--- src/rtl/dw_ram_rw_arb.sv ---
// dw_ram_rw_arb: two-client round-robin arbiter and access sequencer for a single-port RAM.
// Strobes are registered so the address and data are stable around the wr_n rising edge.
module dw_ram_rw_arb #(
    parameter int data_width = 8,
    parameter int depth      = 8,
    parameter int addr_width = (depth > 1) ? $clog2(depth) : 1
) (
    input  logic                  clk,
    input  logic                  rst,
    input  logic                  i_req0,
    input  logic                  i_req1,
    input  logic                  i_we0,
    input  logic                  i_we1,
    input  logic [addr_width-1:0] i_addr0,
    input  logic [addr_width-1:0] i_addr1,
    input  logic [data_width-1:0] i_wdata0,
    input  logic [data_width-1:0] i_wdata1,
    output logic                  o_gnt0,
    output logic                  o_gnt1,
    output logic                  o_done0,
    output logic                  o_done1,
    output logic [data_width-1:0] o_rdata,
    output logic                  o_ram_rst_n,
    output logic                  o_ram_cs_n,
    output logic                  o_ram_wr_n,
    output logic [addr_width-1:0] o_ram_addr,
    output logic [data_width-1:0] o_ram_data_in,
    input  logic [data_width-1:0] i_ram_data_out
);
    typedef enum logic [1:0] {IDLE, READ, WR_SETUP, WR_HOLD} state_t;

    state_t                r_state, w_next;
    logic                  r_last, r_who, r_pend, r_done0, r_done1;
    logic                  r_ram_rst_n, r_ram_cs_n, r_ram_wr_n;
    logic [addr_width-1:0] r_ram_addr;
    logic [data_width-1:0] r_ram_data_in, r_rdata;
    logic                  w_pick1, w_grant, w_we, w_fin;
    logic [addr_width-1:0] w_addr;
    logic [data_width-1:0] w_wdata;

    always_comb begin
        w_pick1 = i_req1 & (~i_req0 | ~r_last);
        w_grant = (r_state == IDLE) & (i_req0 | i_req1);
        w_we    = w_pick1 ? i_we1 : i_we0;
        w_addr  = w_pick1 ? i_addr1 : i_addr0;
        w_wdata = w_pick1 ? i_wdata1 : i_wdata0;
        w_fin   = (r_state == READ) | (r_state == WR_HOLD);
        o_gnt0  = w_grant & ~w_pick1;
        o_gnt1  = w_grant & w_pick1;
        w_next  = r_state;
        case (r_state)
            IDLE:     w_next = w_grant ? (w_we ? WR_SETUP : READ) : IDLE;
            WR_SETUP: w_next = WR_HOLD;
            default:  w_next = IDLE;
        endcase
    end

    always_ff @(posedge clk)
        if (rst) r_state <= IDLE;
        else     r_state <= w_next;

    // Strobes are loaded from the next state so each one is a clean flop output.
    always_ff @(posedge clk) begin
        if (rst) begin
            r_last        <= 1'b1;
            r_who         <= 1'b0;
            r_pend        <= 1'b1;
            r_done0       <= 1'b0;
            r_done1       <= 1'b0;
            r_rdata       <= '0;
            r_ram_rst_n   <= 1'b0;
            r_ram_cs_n    <= 1'b1;
            r_ram_wr_n    <= 1'b1;
            r_ram_addr    <= '0;
            r_ram_data_in <= '0;
        end else begin
            r_pend      <= 1'b0;
            r_ram_rst_n <= ~r_pend;
            r_done0     <= w_fin & ~r_who;
            r_done1     <= w_fin & r_who;
            r_ram_cs_n  <= (w_next == IDLE);
            r_ram_wr_n  <= (w_next != WR_SETUP);
            if (r_state == READ) r_rdata <= i_ram_data_out;
            if (w_grant) begin
                r_last     <= w_pick1;
                r_who      <= w_pick1;
                r_ram_addr <= w_addr;
                if (w_we) r_ram_data_in <= w_wdata;
            end
        end
    end

    assign o_done0       = r_done0;
    assign o_done1       = r_done1;
    assign o_rdata       = r_rdata;
    assign o_ram_rst_n   = r_ram_rst_n;
    assign o_ram_cs_n    = r_ram_cs_n;
    assign o_ram_wr_n    = r_ram_wr_n;
    assign o_ram_addr    = r_ram_addr;
    assign o_ram_data_in = r_ram_data_in;
endmodule

--- config.mk ---
export PLATFORM = sky130hd
export DESIGN_NAME = dw_ram_rw_arb
export DESIGN_NICKNAME = d
export VERILOG_FILES = /design/src/rtl/dw_ram_rw_arb.sv
export SDC_FILE = /design/constraint.sdc
export NUM_CORES = 1
export LEC_CHECK = 0
export CAP_MARGIN = 20
export CORE_MARGIN = 1
export CORE_UTILIZATION = 30
export DETAILED_ROUTE_END_ITERATION = 6
export PLACE_DENSITY = 0.6
export SETUP_SLACK_MARGIN = 0.02
export SLEW_MARGIN = 15
export SYNTH_ARGS = -nofsm -noshare
export SYNTH_HDL_FRONTEND = slang
export SYNTH_SLANG_ARGS = --single-unit
--- constraint.sdc ---
create_clock -name clk -period 1.6 [get_ports clk]
set_clock_uncertainty 0.1 [all_clocks]
set_input_delay 0.32 -clock clk [delete_from_list [all_inputs] [get_ports clk]]
set_output_delay 0.32 -clock clk [all_outputs]
set_load 0.005 [all_outputs]
* Word-level counts from Yosys, hierarchy flattened
Index checks and enable logic that the tools add are counted.
** Storage, ports and cells
- Word-level logic and storage cells :: 40
- Input bits :: 36
- Bits in latches :: 0
- Memories :: 0
- Bits in writable memories :: 0
- Bits in registers :: 29
- Memory bits (read-only) :: 0
** Cells by class
- Multipliers :: 0
- Reductions and logical operators :: 3
- Equality and inequality tests :: 4
- $add $sub $neg :: 0
- Div/mod/pow operators :: 0
- Multiplexer cells :: 7
- $lt $le $gt $ge :: 0
- Shift-type cells :: 0
- Bitwise operators :: 14
** Operators by type and width (number)
- 2-to-1 mux 8 bit :: 1
- bitwise AND 1 bit :: 6
- NOT 1 bit :: 5
- == test 2 bit (second input constant) :: 2
- logical NOT 2 bit :: 2
- 2-to-1 mux 2 bit :: 2
- one-hot mux 2 bit (2 select lines) :: 1
- 2-to-1 mux 3 bit :: 1
- bitwise OR 1 bit :: 3
- == test 2 x 1 -> 1 bit (second input constant) :: 1
- 2-to-1 mux 1 bit :: 2
- inequality test 2 bit (second input constant) :: 1
- AND reduction 2 bit :: 1

* Depth between registers and ports, before layout
Gate-level depths: netlist (run 1).
- Word-level depth :: 8
- Depth in mapped cells :: 5
- Gate-level depth less buffers :: 4

* Worst setup path before layout (run 1)
Ideal clock, no wire load.
- Path kind :: reg-to-output
- Start :: reg r_state[1]
- End :: out o_gnt0
- Path buffers :: 1
- Cell stages (with the launch flop) :: 5
- Arrival time :: 952 ps
- Slack :: 228 ps
- Cells stage by stage :: dfxtp_1 > nor2_2 > o21ai_0 > buf_4 > nor2_1
** On the way
- Longest elaborated chain between the ends :: 3
** Ends and longest elaborated chain
- start: declaration :: line 32 : state_t r_state, w_next;
- start signal: assignment :: line 60 : else r_state <= w_next;
- logical NOT 2 bit :: line 43 : w_grant = (r_state == IDLE) & (i_req0 | i_req1);
- bitwise AND 1 bit :: line 43
- bitwise AND 1 bit :: line 48 : o_gnt0 = w_grant & ~w_pick1;
- end: declaration :: line 18 : output logic o_gnt0,
Every way passes these cells.

* Worst setup path in the final report (run 1)
- Start :: in i_req1
- End :: out o_gnt0
** On the way
- Longest elaborated chain between the ends :: 3
- Elaborated cells between the ends (all ways) :: 5
** Ends and longest elaborated chain
- start: declaration :: line 11 : input logic i_req1,
- bitwise OR 1 bit / bitwise AND 1 bit (equally long branches) :: line 43, 42
- bitwise AND 1 bit / NOT 1 bit (equally long branches) :: line 43, 48
- bitwise AND 1 bit (*) :: line 48
Mark *: on every way between the ends. The rest lies on a longest branch, timed or not.

==> summary.txt, run 1 <==
Flow run
  • Max-cap violation count: 0

Timing
  • Worst slew margin relative to its limit: 84.01%
  • FMAX: 0.6411 GHz
  • Period Utilization, post-route: 97.49%
  • RSZ-0062 raised after global routing: yes
  • Setup ws final: between 0.04 and 0.05 ns
  • Setup TNS: 0 ns
  • Slew @ Worst Pin: roughly 0.24 ns
  • Final Max Slew Viols: 0
  • Final setup fails: 0
  • Tmin final: ~1.6 ns
  • Final Hold Fails: 0

Critical path
  • WP data required: 1.18 ns
  • Worst Setup End Kind: output port
  • R2R Setup Slk: approximately 0.11 ns
  • Startpoint Class: input port
  • Crit Path Class: input port to output port
  • FF-to-FF path depth: 5
  • Reg-to-Reg End: o_ram_data_in[2]
  • Crit path DAT: approximately 1.1 ns
  • Crit Path Max Fanout: 4
  • R2R Path Start: r_last

Min path
  • Worst hold stages: 1
  • Hold_sp: r_pend
  • Hold Crit Class: flip-flop to flip-flop
  • Worst Hold Endpoint: o_ram_rst_n

Die
  • Number of I/O pins: just over 60
  • Die area: between 0.004 and 0.005 mm²
  • Die Wd: approximately 65 µm
  • Core ar.: 0.003744 mm²
  • Starting Density: around a third
  • Std-Cell Rows: 22
  • Die height: ~65 µm

Global route
  • Total track usage: between 10% and 20%
  • Pin count of the biggest net entering global routing: 15
  • Initial antenna violation count: 0
  • Aggregate global routing overflow: 0
  • First-pass GRT wire length: between 5 and 6 mm
  • Number of global-route vias before repair: between 1000 and 1500

Logic synthesis
  • Ranking of synthesized cells by area: dfxtp_1, nand3b_1, a21oi_1, mux2i_1, nor2_1
  • Syn Nets: between 150 and 200
  • Synth cell count leaders: dfxtp_1, a21oi_1, nand3b_1, nor2_1
  • Syn Inst Count: about 130
  • Post-Syn Area: roughly 0.0012 mm²
  • Dominant synthesized flop cell: dfxtp_1
  • Yosys top cell area share: between 40% and 50%
  • Synthesis Warnings: 0
  • Seq/Total Area, Yosys: between 40% and 50%
  • Post-synth EDFFs: 0
  • Yosys top cell by area: dfxtp_1
  • Most numerous cell in the Yosys netlist: dfxtp_1
  • #FFs+latches synth: 29
  • Post-synth cell types: 25
  • Synth Area per Inst: ~9.4 µm²
  • Post-synth ARST share: 0%

Finish
  • Nets@finish: approximately 240
  • Multi-input logic area: around 590 µm²
  • Final Non-Filler Cells: 253
  • Layout cells sized above 1: between 10% and 20%
  • Number of antenna cells inserted: 0
  • Filler cell count: around 360
  • Area growth syn-to-layout: 75.05%
  • Storage cell area: between 500 and 600 µm²
  • Final design utilization: 55.82%

Run status
  • Outcome: finished, final reports clean

Route
  • Iteration-0 DRC Markers: 24
  • DR vias/cell: 4.846
  • Via count: between 1000 and 1500
  • Final ANT Viol Nets: 0
  • WL/cell: 13.17 µm
  • Routed WL: 3.332 mm
  • DRC: 0
  • DRT Pass-1 Iters: 4

Clock network
  • Root buf cell: clkbuf_8
  • Sink Count: 29
  • CTS tree: done
  • Clk_lat worst skew: around 0.27 ns
  • CTS Buf Count: 5
  • CTS max path bufs: 2
  • H-tree Lvls: 2
  • Clock transition at the registers of the reported paths: ~0.050 ns

Placed design
  • Gp weighted congestion: between 0.7 and 0.8
  • Number of port buffers: 61
  • Post-DP HPWL: around 2.4 mm
  • DP Worst Slack: -0.5573 ns
  • Placed insts: between 200 and 250

Power and ir drop
  • Peak VDD IR: 0.4609 mV
  • Leak: approximately 0.94 nW
  • Total Power: 2.235 mW
  • Power per cell area: about 1100 mW/mm²
-- worst max-delay path by stage --
stage / to / slack [ns] / depth (start not counted) / from
after global routing: o_gnt0 / -0.02 / 5 / i_req1
after CTS: o_ram_data_in[2] / 0.02 / 1 / o_ram_data_in[2]
after global placement: o_gnt1 / -0.54 / 4 / i_req0
after detailed placement: o_gnt1 / -0.56 / 4 / i_req0
final: o_gnt0 / 0.04 / 5 / i_req1
after floorplan: o_gnt0 / 0.23 / 4 / r_state[1]
-- placed cells by master, fill, tap and decap left out, types with 2 or more instances in the layout --
cell,instances
nand3_1,4
clkbuf_8,6
dlymetal6s2s_1,7
a21oi_1,19
nor2_1,12
buf_4,15
a22oi_1,3
buf_6,2
nand3b_1,16
nand2_1,4
clkdlybuf4s50_1,50
dfxtp_1,28
nor3_1,8
mux2i_1,8
-- worst max-delay path, cell delays in order --
cell,delay [ns]
dlygate4sd2_1,0.25
buf_6,0.12
a21boi_2,0.15
nor2_1,0.09
clkdlybuf4s15_2,0.21
-- layer usage --
metal / track usage, % / routed length, µm / share of wire [%] / vias up
li1: - / - / - / 609
met1: 19.03 / 1367 / 41 / 561
met2: 30.21 / 1639 / 49 / 50
met3: 6.866 / 278 / 8.3 / 6
met4: 6.250 / 46 / 1.4 / 0
met5: 0 / 0 / 0 / -
-- through the flow --
step                      area (µm²)  hold WS (ns)
final                           2090        0.2870
after global routing            2090        0.3075
after floorplan                 1194        0.2477
after detailed placement        1953        0.2834
after global placement          1953        0.2728
after CTS                       2068        0.2911
-- flip-flops by register name (all words and copies together) (netlist names) --
register / count
o_ram_addr: 3
r_pend: 1
o_done1: 1
o_ram_wr_n: 1
r_last: 1
o_done0: 1
r_who: 1
o_rdata: 8
o_ram_data_in: 8
o_ram_cs_n: 1
o_ram_rst_n: 1
r_state: 2
-- cells by family after synthesis --
group	synth area share [%]
buf+inv	3.669
compound gates	15.30
flops	48.64
mux	7.966
simple gates	24.43
-- cell type report --
class / count / area share [%]
clock buffers: 7 / 4.132
multi-input cells: 90 / 28.14
flip-flops and latches: 29 / 27.84
well taps: 48 / 2.874
repair buffers: 79 / 37.01
-- report_power, final --
| group | switching, mW | internal, mW | total, mW |
|---|---|---|---|
| Clock | 0.247 | 0.340 | 0.587 |
| Combinational | 0.317 | 0.452 | 0.769 |
| Sequential | 0.0508 | 0.828 | 0.879 |
-- timing repair --
item                       4_1_cts  5_1_grt
pin swaps                        2        1
setup buffers                    2        0
resized for setup               13       11
gates cloned                     1        0
setup endpoints to repair       13       17
hold buffers                     0        0
Note: power is estimated with default switching activity, not from simulation.
==> inputs of run 2 (changes only) <==
Settings changed: ABC_CLOCK_PERIOD_IN_PS set to 1600, DONT_BUFFER_PORTS set to 1, PLACE_DENSITY 0.6 to 0.4, TNS_END_PERCENT set to 5.
==> run 2 against run 1 <==
First-iteration DRC count fell by 17%. Largest cell class is now flip-flops and latches. Via count fell by 22%. Global-route usage fell by 3.0 points. Sequential power rose by 2.7%. Sequential cell count did not move. Clock-buffer cell count fell by 1. Critical path type is now flip-flop to output port. Hold slack got worse by 0.27 ns. Cell count fell by 26%. Total power fell by 15%.
==> summary.txt, run 2 (synthesized netlist as in run 1, its figures left out) <==
Run status
  • Outcome: finished, final reports clean

Timing
  • Setup TNS: 0 ns (unchanged)
  • Setup ws final: 0.03041 ns (-0.009676 ns)
  • Slew @ Worst Pin: 0.2943 ns (+0.05519 ns)
  • FMAX: 0.6371 GHz (-0.62%)
  • Period Utilization, post-route: 98.10% (+0.60 points)
  • Final setup fails: 0 (unchanged)
  • Worst hold slack: 0.01246 ns (-0.2746 ns)
  • Tmin final: 1.570 ns (+0.009676 ns)
  • Final Hold Fails: 0 (unchanged)
  • RSZ-0062 raised after global routing: yes
  • Worst slew margin relative to its limit: 80.31% (-3.7 points)
  • Final Max Slew Viols: 0 (unchanged)

Die
  • Die Wd: 65.08 µm (unchanged)
  • Core ar.: 0.003744 mm² (unchanged)
  • Starting Density: 31.89% (unchanged)
  • Number of I/O pins: 62 (unchanged)
  • Die area: 0.004235 mm² (unchanged)
  • Die height: 65.08 µm (unchanged)
  • Std-Cell Rows: 22 (unchanged)

Power and ir drop
  • Sw Ratio: 29.62% (+2.1 points)
  • Clock share of power: 29.1% (+2.9 points)
  • Leak: 0.5626 nW (-40%)
  • Sequential share of power: 47.4% (+8.1 points)
  • Internal Pwr Total: 1.341 mW (-17%)
  • Psw: 564.4 µW (-8.2%)
  • Combinational share of power: 23.5% (-11 points)
  • Power per cell area: 1359 mW/mm² (+27%)
  • Peak VDD IR: 0.5362 mV (+16%)

Route
  • Iteration-0 DRC Markers: 20 (-17%)
  • DRC: 0 (unchanged)
  • Via count: 959 (-22%)
  • Routed WL: 2.880 mm (-14%)
  • Final ANT Viol Nets: 0 (unchanged)
  • WL/cell: 15.48 µm (+18%)
  • DR vias/cell: 5.156 (+6.4%)
  • DRT Pass-1 Iters: 4 (unchanged)

Placed design
  • Number of port buffers: 0 (-100%)
  • DP Worst Slack: 0.2047 ns (+0.7620 ns)
  • Gp weighted congestion: 0.7146 (-1.6%)
  • Post-DP HPWL: 2.000 mm (-16%)

Min path
  • Worst hold stages: 1 (unchanged)
  • Hold Crit Class: input port to flip-flop
  • Worst Hold Endpoint: o_rdata[0]
  • Hold_sp: rst

Critical path
  • Top delay family on crit path: flip-flops
  • WP data required: 1.18 ns (about the same)
  • Crit Path Max Fanout: 5 (+1)
  • R2R Path Start: r_last
  • R2R Setup Slk: 0.12 ns (about the same)
  • FF-to-FF path depth: 5 (unchanged)
  • Startpoint Class: flip-flop
  • Max incr delay on CP: 0.34 ns (+0.09 ns)
  • Worst Setup End Kind: output port
  • Cell breakdown of the critical path: a21bo_4 -> nor3_4
  • Reg-to-Reg End: o_ram_data_in[1]
  • Worst path bufs/invs: 0 (-3)
  • Crit path max-delay cell type: dfxtp_4
  • Crit Path Class: flip-flop to output port
  • Crit path DAT: 1.15 ns (about the same)

Global route
  • Total track usage: 14.45% (-3.0 points)
  • Initial antenna violation count: 0 (unchanged)
  • Aggregate global routing overflow: 0 (unchanged)
  • Number of global-route vias before repair: 957 (-19%)
  • First-pass GRT wire length: 4.367 mm (-21%)
  • Pin count of the biggest net entering global routing: 21 (+6)

Clock network
  • CTS Buf Count: 5 (unchanged)
  • Clock transition at the registers of the reported paths: 0.06 ns (about the same)
  • Sink Count: 29 (unchanged)
  • Root buf cell: clkbuf_8
  • CTS max path bufs: 2 (unchanged)
  • Clk_lat worst skew: 0.27 ns (about the same)
  • CTS tree: done
  • H-tree Lvls: 2 (unchanged)

Finish
  • Layout cells sized above 1: 18.12% (+0.55 points)
  • Area growth syn-to-layout: 17.51%
  • Nets@finish: 173 (-28%)
  • Most frequent cells in the layout: dfxtp_1, a21oi_1, nand3b_1, nor2_1, buf_4
  • Number of antenna cells inserted: 0 (unchanged)
  • Most common cell after layout, fill and taps aside: dfxtp_1

Flow run
  • Max-cap violation count: 0 (unchanged)
==> run 2: worst max-delay path by stage <==
| stage | start | endpoint | slack [ns] | cells after the start |
|---|---|---|---|---|
| floorplan | r_state[1] | o_gnt0 | 0.23 | 4 |
| global placement | r_state[1] | o_ram_data_in[4] | 0.22 | 4 |
| detailed placement | r_last | o_ram_data_in[6] | 0.20 | 4 |
| CTS | r_last | o_gnt1 | 0.03 | 2 |
| global route | r_last | o_gnt1 | -0.03 | 2 |
| finish | r_last | o_gnt1 | 0.03 | 2 |
==> run 2: stage by stage <==
stage	area (µm²)	cells	power (mW)	utilization (%)
5_1_grt	1403	186	2.033	37.47
3_3_place_gp	1255	172	1.314	33.52
4_1_cts	1355	182	1.913	36.20
2_1_floorplan	1194	127	1.229	-
6_report	1403	186	1.906	37.47
3_5_place_dp	1255	172	1.325	33.52
==> run 2: timing repair <==
item | 4_1_cts | 5_1_grt
setup buffers | 1 | 3
gates cloned | 0 | 0
hold endpoints to repair | 7 | 6
hold buffers | 1 | 1
resized for setup | 1 | 5
pin swaps | 1 | 2
setup endpoints to repair | 1 | 9
==> run 2: area by class of cell <==
cell class              count  area (µm²)
repair buffers             12       95.09
clock inverters             2       10.01
fillers                   417        2341
multi-input cells          89       580.6
flip-flops and latches     29       584.3
well taps                  48       60.06
clock buffers               6       72.57
==> run 2: metal layers <==
layer / track usage [%] / vias up / wire [µm]
li1: - / 475 / -
met2: 21.48 / 33 / 1333
met4: 5.707 / 0 / 37
met3: 7.394 / 5 / 252
met1: 17.53 / 446 / 1256
met5: 0 / - / 0
==> run 2: power groups by stage <==
stage          registers [mW]  logic, mW  clock network [mW]
2_1_floorplan           0.911      0.318                   0
3_3_place_gp            0.920      0.394                   0
3_5_place_dp            0.920      0.404                   0
4_1_cts                 0.906      0.425               0.582
5_1_grt                 0.912      0.506               0.614
6_report                0.903      0.448               0.555
==> run 2: worst reg2reg max path: stages (launching register included) <==
cell and delay, ns:
dfxtp_4 0.34, a21bo_4 0.22, buf_4 0.13, mux2_4 0.35, a21oi_1 0.16, nor3_1 0.06
==> inputs of run 3 (changes only) <==
Settings changed: ABC_CLOCK_PERIOD_IN_PS 1600 to 1700, MAX_ROUTING_LAYER set to met4.
Clock period 1.6 ns to 1.7 ns, I/O delays scaled along.
==> run 3 against run 2 <==
First-iteration DRC count rose by 15%. Clock-buffer cell count up 2. Via count down 4.2%. Global-route usage rose by 0.14 points. Sequential share of layout area up 2.1 points. Clock power is 7.9% lower. Register-to-register slack improved by 0.09 ns.
==> summary.txt, run 3 (synthesized netlist as in run 1, its figures left out) <==
Run status
  • Outcome: finished, final reports clean

Route
  • DRT Pass-1 Iters: 3 (-1)
  • Routed WL: 2.732 mm (-5.1%)
  • DRC: 0 (unchanged)
  • Iteration-0 DRC Markers: 23 (+15%)
  • Via count: 919 (-4.2%)
  • DR vias/cell: 5.163 (+0.14%)
  • Final ANT Viol Nets: 0 (unchanged)
  • WL/cell: 15.35 µm (-0.88%)

Clock network
  • CTS max path bufs: 2 (unchanged)
  • Clk_lat worst skew: 0.27 ns (about the same)
  • CTS tree: done
  • Clock transition at the registers of the reported paths: 0.06 ns (about the same)
  • CTS Buf Count: 5 (unchanged)
  • Sink Count: 29 (unchanged)
  • H-tree Lvls: 2 (unchanged)
  • Root buf cell: clkbuf_8

Power and ir drop
  • Power per cell area: 1304 mW/mm² (-4.0%)
  • Peak VDD IR: 0.4865 mV (-9.3%)
  • Leak: 0.5164 nW (-8.2%)
  • Total Power: 1.730 mW (-9.2%)

Die
  • Die Wd: 65.08 µm (unchanged)
  • Core ar.: 0.003744 mm² (unchanged)
  • Starting Density: 31.89% (unchanged)
  • Number of I/O pins: 62 (unchanged)
  • Die area: 0.004235 mm² (unchanged)
  • Std-Cell Rows: 22 (unchanged)
  • Die height: 65.08 µm (unchanged)

Placed design
  • Gp weighted congestion: 0.7129 (-0.24%)
  • Post-DP HPWL: 2.005 mm (+0.23%)
  • Placed insts: 169 (-1.7%)
  • DP Worst Slack: 0.06705 ns (-0.1376 ns)
  • Number of port buffers: 0 (unchanged)

Timing
  • Worst slew margin relative to its limit: 66.07% (-14 points)
  • Slew @ Worst Pin: 0.5089 ns (+0.2146 ns)
  • Period Utilization, post-route: 93.66%
  • Final Max Slew Viols: 0 (unchanged)
  • Tmin final: 1.592 ns
  • RSZ-0062 raised after global routing: no
  • Final Hold Fails: 0 (unchanged)
  • Final setup fails: 0 (unchanged)
  • Setup TNS: 0 ns (unchanged)
  • Setup ws final: 0.1078 ns (+0.07743 ns)
  • FMAX: 0.6281 GHz

Global route
  • Pin count of the biggest net entering global routing: 27 (+29%)
  • Initial antenna violation count: 0 (unchanged)
  • First-pass GRT wire length: 4.464 mm (+2.2%)
  • Aggregate global routing overflow: 0 (unchanged)
  • Total track usage: 14.59% (+0.14 points)
  • Number of global-route vias before repair: 967 (+1.0%)

Critical path
  • Reg-to-Reg End: o_ram_data_in[5]
  • Startpoint Class: flip-flop
  • Worst path bufs/invs: 0 (unchanged)
  • Crit Path Max Fanout: 9 (+4)
  • Crit Path Class: flip-flop to output port
  • Cell breakdown of the critical path: a21boi_2 -> nor2_1
  • R2R Setup Slk: 0.21 ns (+0.09 ns)
  • Max incr delay on CP: 0.38 ns (+0.04 ns)
  • WP data required: 1.26 ns (+0.08 ns)
  • Crit path max-delay cell type: a21boi_2
  • Crit path DAT: 1.15 ns (about the same)
  • Top delay family on crit path: compound AO/OA/AOI/OAI gates
  • Worst Setup End Kind: output port
  • R2R Path Start: r_last
  • FF-to-FF path depth: 4 (-1)

Min path
  • Worst hold stages: 1 (unchanged)
  • Worst Hold Endpoint: o_ram_rst_n
  • Hold Crit Class: input port to flip-flop
  • Hold_sp: rst

Finish
  • Number of antenna cells inserted: 0 (unchanged)
  • Final Non-Filler Cells: 178 (-4.3%)
  • Nets@finish: 165 (-4.6%)
  • Area growth syn-to-layout: 11.11%
  • Layout cells sized above 1: 10.77% (-7.3 points)
  • Final design utilization: 35.43% (-2.0 points)
  • Most common cell after layout, fill and taps aside: dfxtp_1
  • Most frequent cells in the layout: dfxtp_1, a21oi_1, nand3b_1, nor2_1

Flow run
  • Max-cap violation count: 0 (unchanged)
[run 3: cell types whose count changed in the layout (fill, tap and decap cells not counted), sizes merged]
cell,previous run,this run
buf,10,3
clkbuf,6,8
clkinv,2,0
dlygate4sd3,2,1
[run 3: worst reg2reg max path: stages, from the launching register on]
cell	delay [ns]
dfxtp_1	0.40
a21bo_4	0.27
mux2_4	0.39
a21oi_1	0.16
nor3_1	0.06
[run 3: layer usage]
layer  vias up  track usage [%]  share of wire [%]
met2        29            22.27                 46
met4         0            6.522               0.51
met5         -                -                  0
li1        456                -                  -
met3         2            5.282                7.8
met1       432            17.13                 46
[run 3: area by class of cell]
| type | instances | area [µm²] |
|---|---|---|
| sequential | 29 | 580.6 |
| tap | 48 | 60.06 |
| timing repair buffer | 4 | 32.53 |
| clock buffer | 8 | 80.08 |
| fill | 411 | 2417 |
| multi-input combinational | 89 | 573.1 |
[run 3: where the power goes]
| group | switching [mW] | total (mW) | internal [mW] |
|---|---|---|---|
| Combinational | 0.208 | 0.365 | 0.157 |
| Clock | 0.222 | 0.511 | 0.290 |
| Sequential | 0.0737 | 0.853 | 0.780 |
[run 3: worst max path at each step]
stage                           from                to  slack, ns  depth (start not counted)
final                         r_last            o_gnt0       0.11                          2
after global routing          r_last            o_gnt0       0.02                          2
after CTS                 r_state[1]            o_gnt0       0.03                          3
after detailed placement      i_req1  o_ram_data_in[4]       0.07                          4
after global placement        i_req1  o_ram_data_in[4]       0.13                          4
after floorplan           r_state[1]            o_gnt0       0.31                          4
[run 3: what timing repair did]
item	CTS	global route
endpoints found under the hold margin	1	0
setup endpoints to repair	1	1
hold buffers	1	0
cloned	0	0
gates resized for setup	1	1
pin swaps	0	0
buffers inserted	0	0
[run 3: stage by stage]
| step | cell area (µm²) | hold slack [ns] |
|---|---|---|
| after floorplan | 1194 | 0.2677 |
| final | 1326 | 0.03232 |
| after CTS | 1323 | 0.02008 |
| after detailed placement | 1232 | 0.2678 |
| after global routing | 1326 | 0.02063 |
| after global placement | 1232 | 0.2685 |
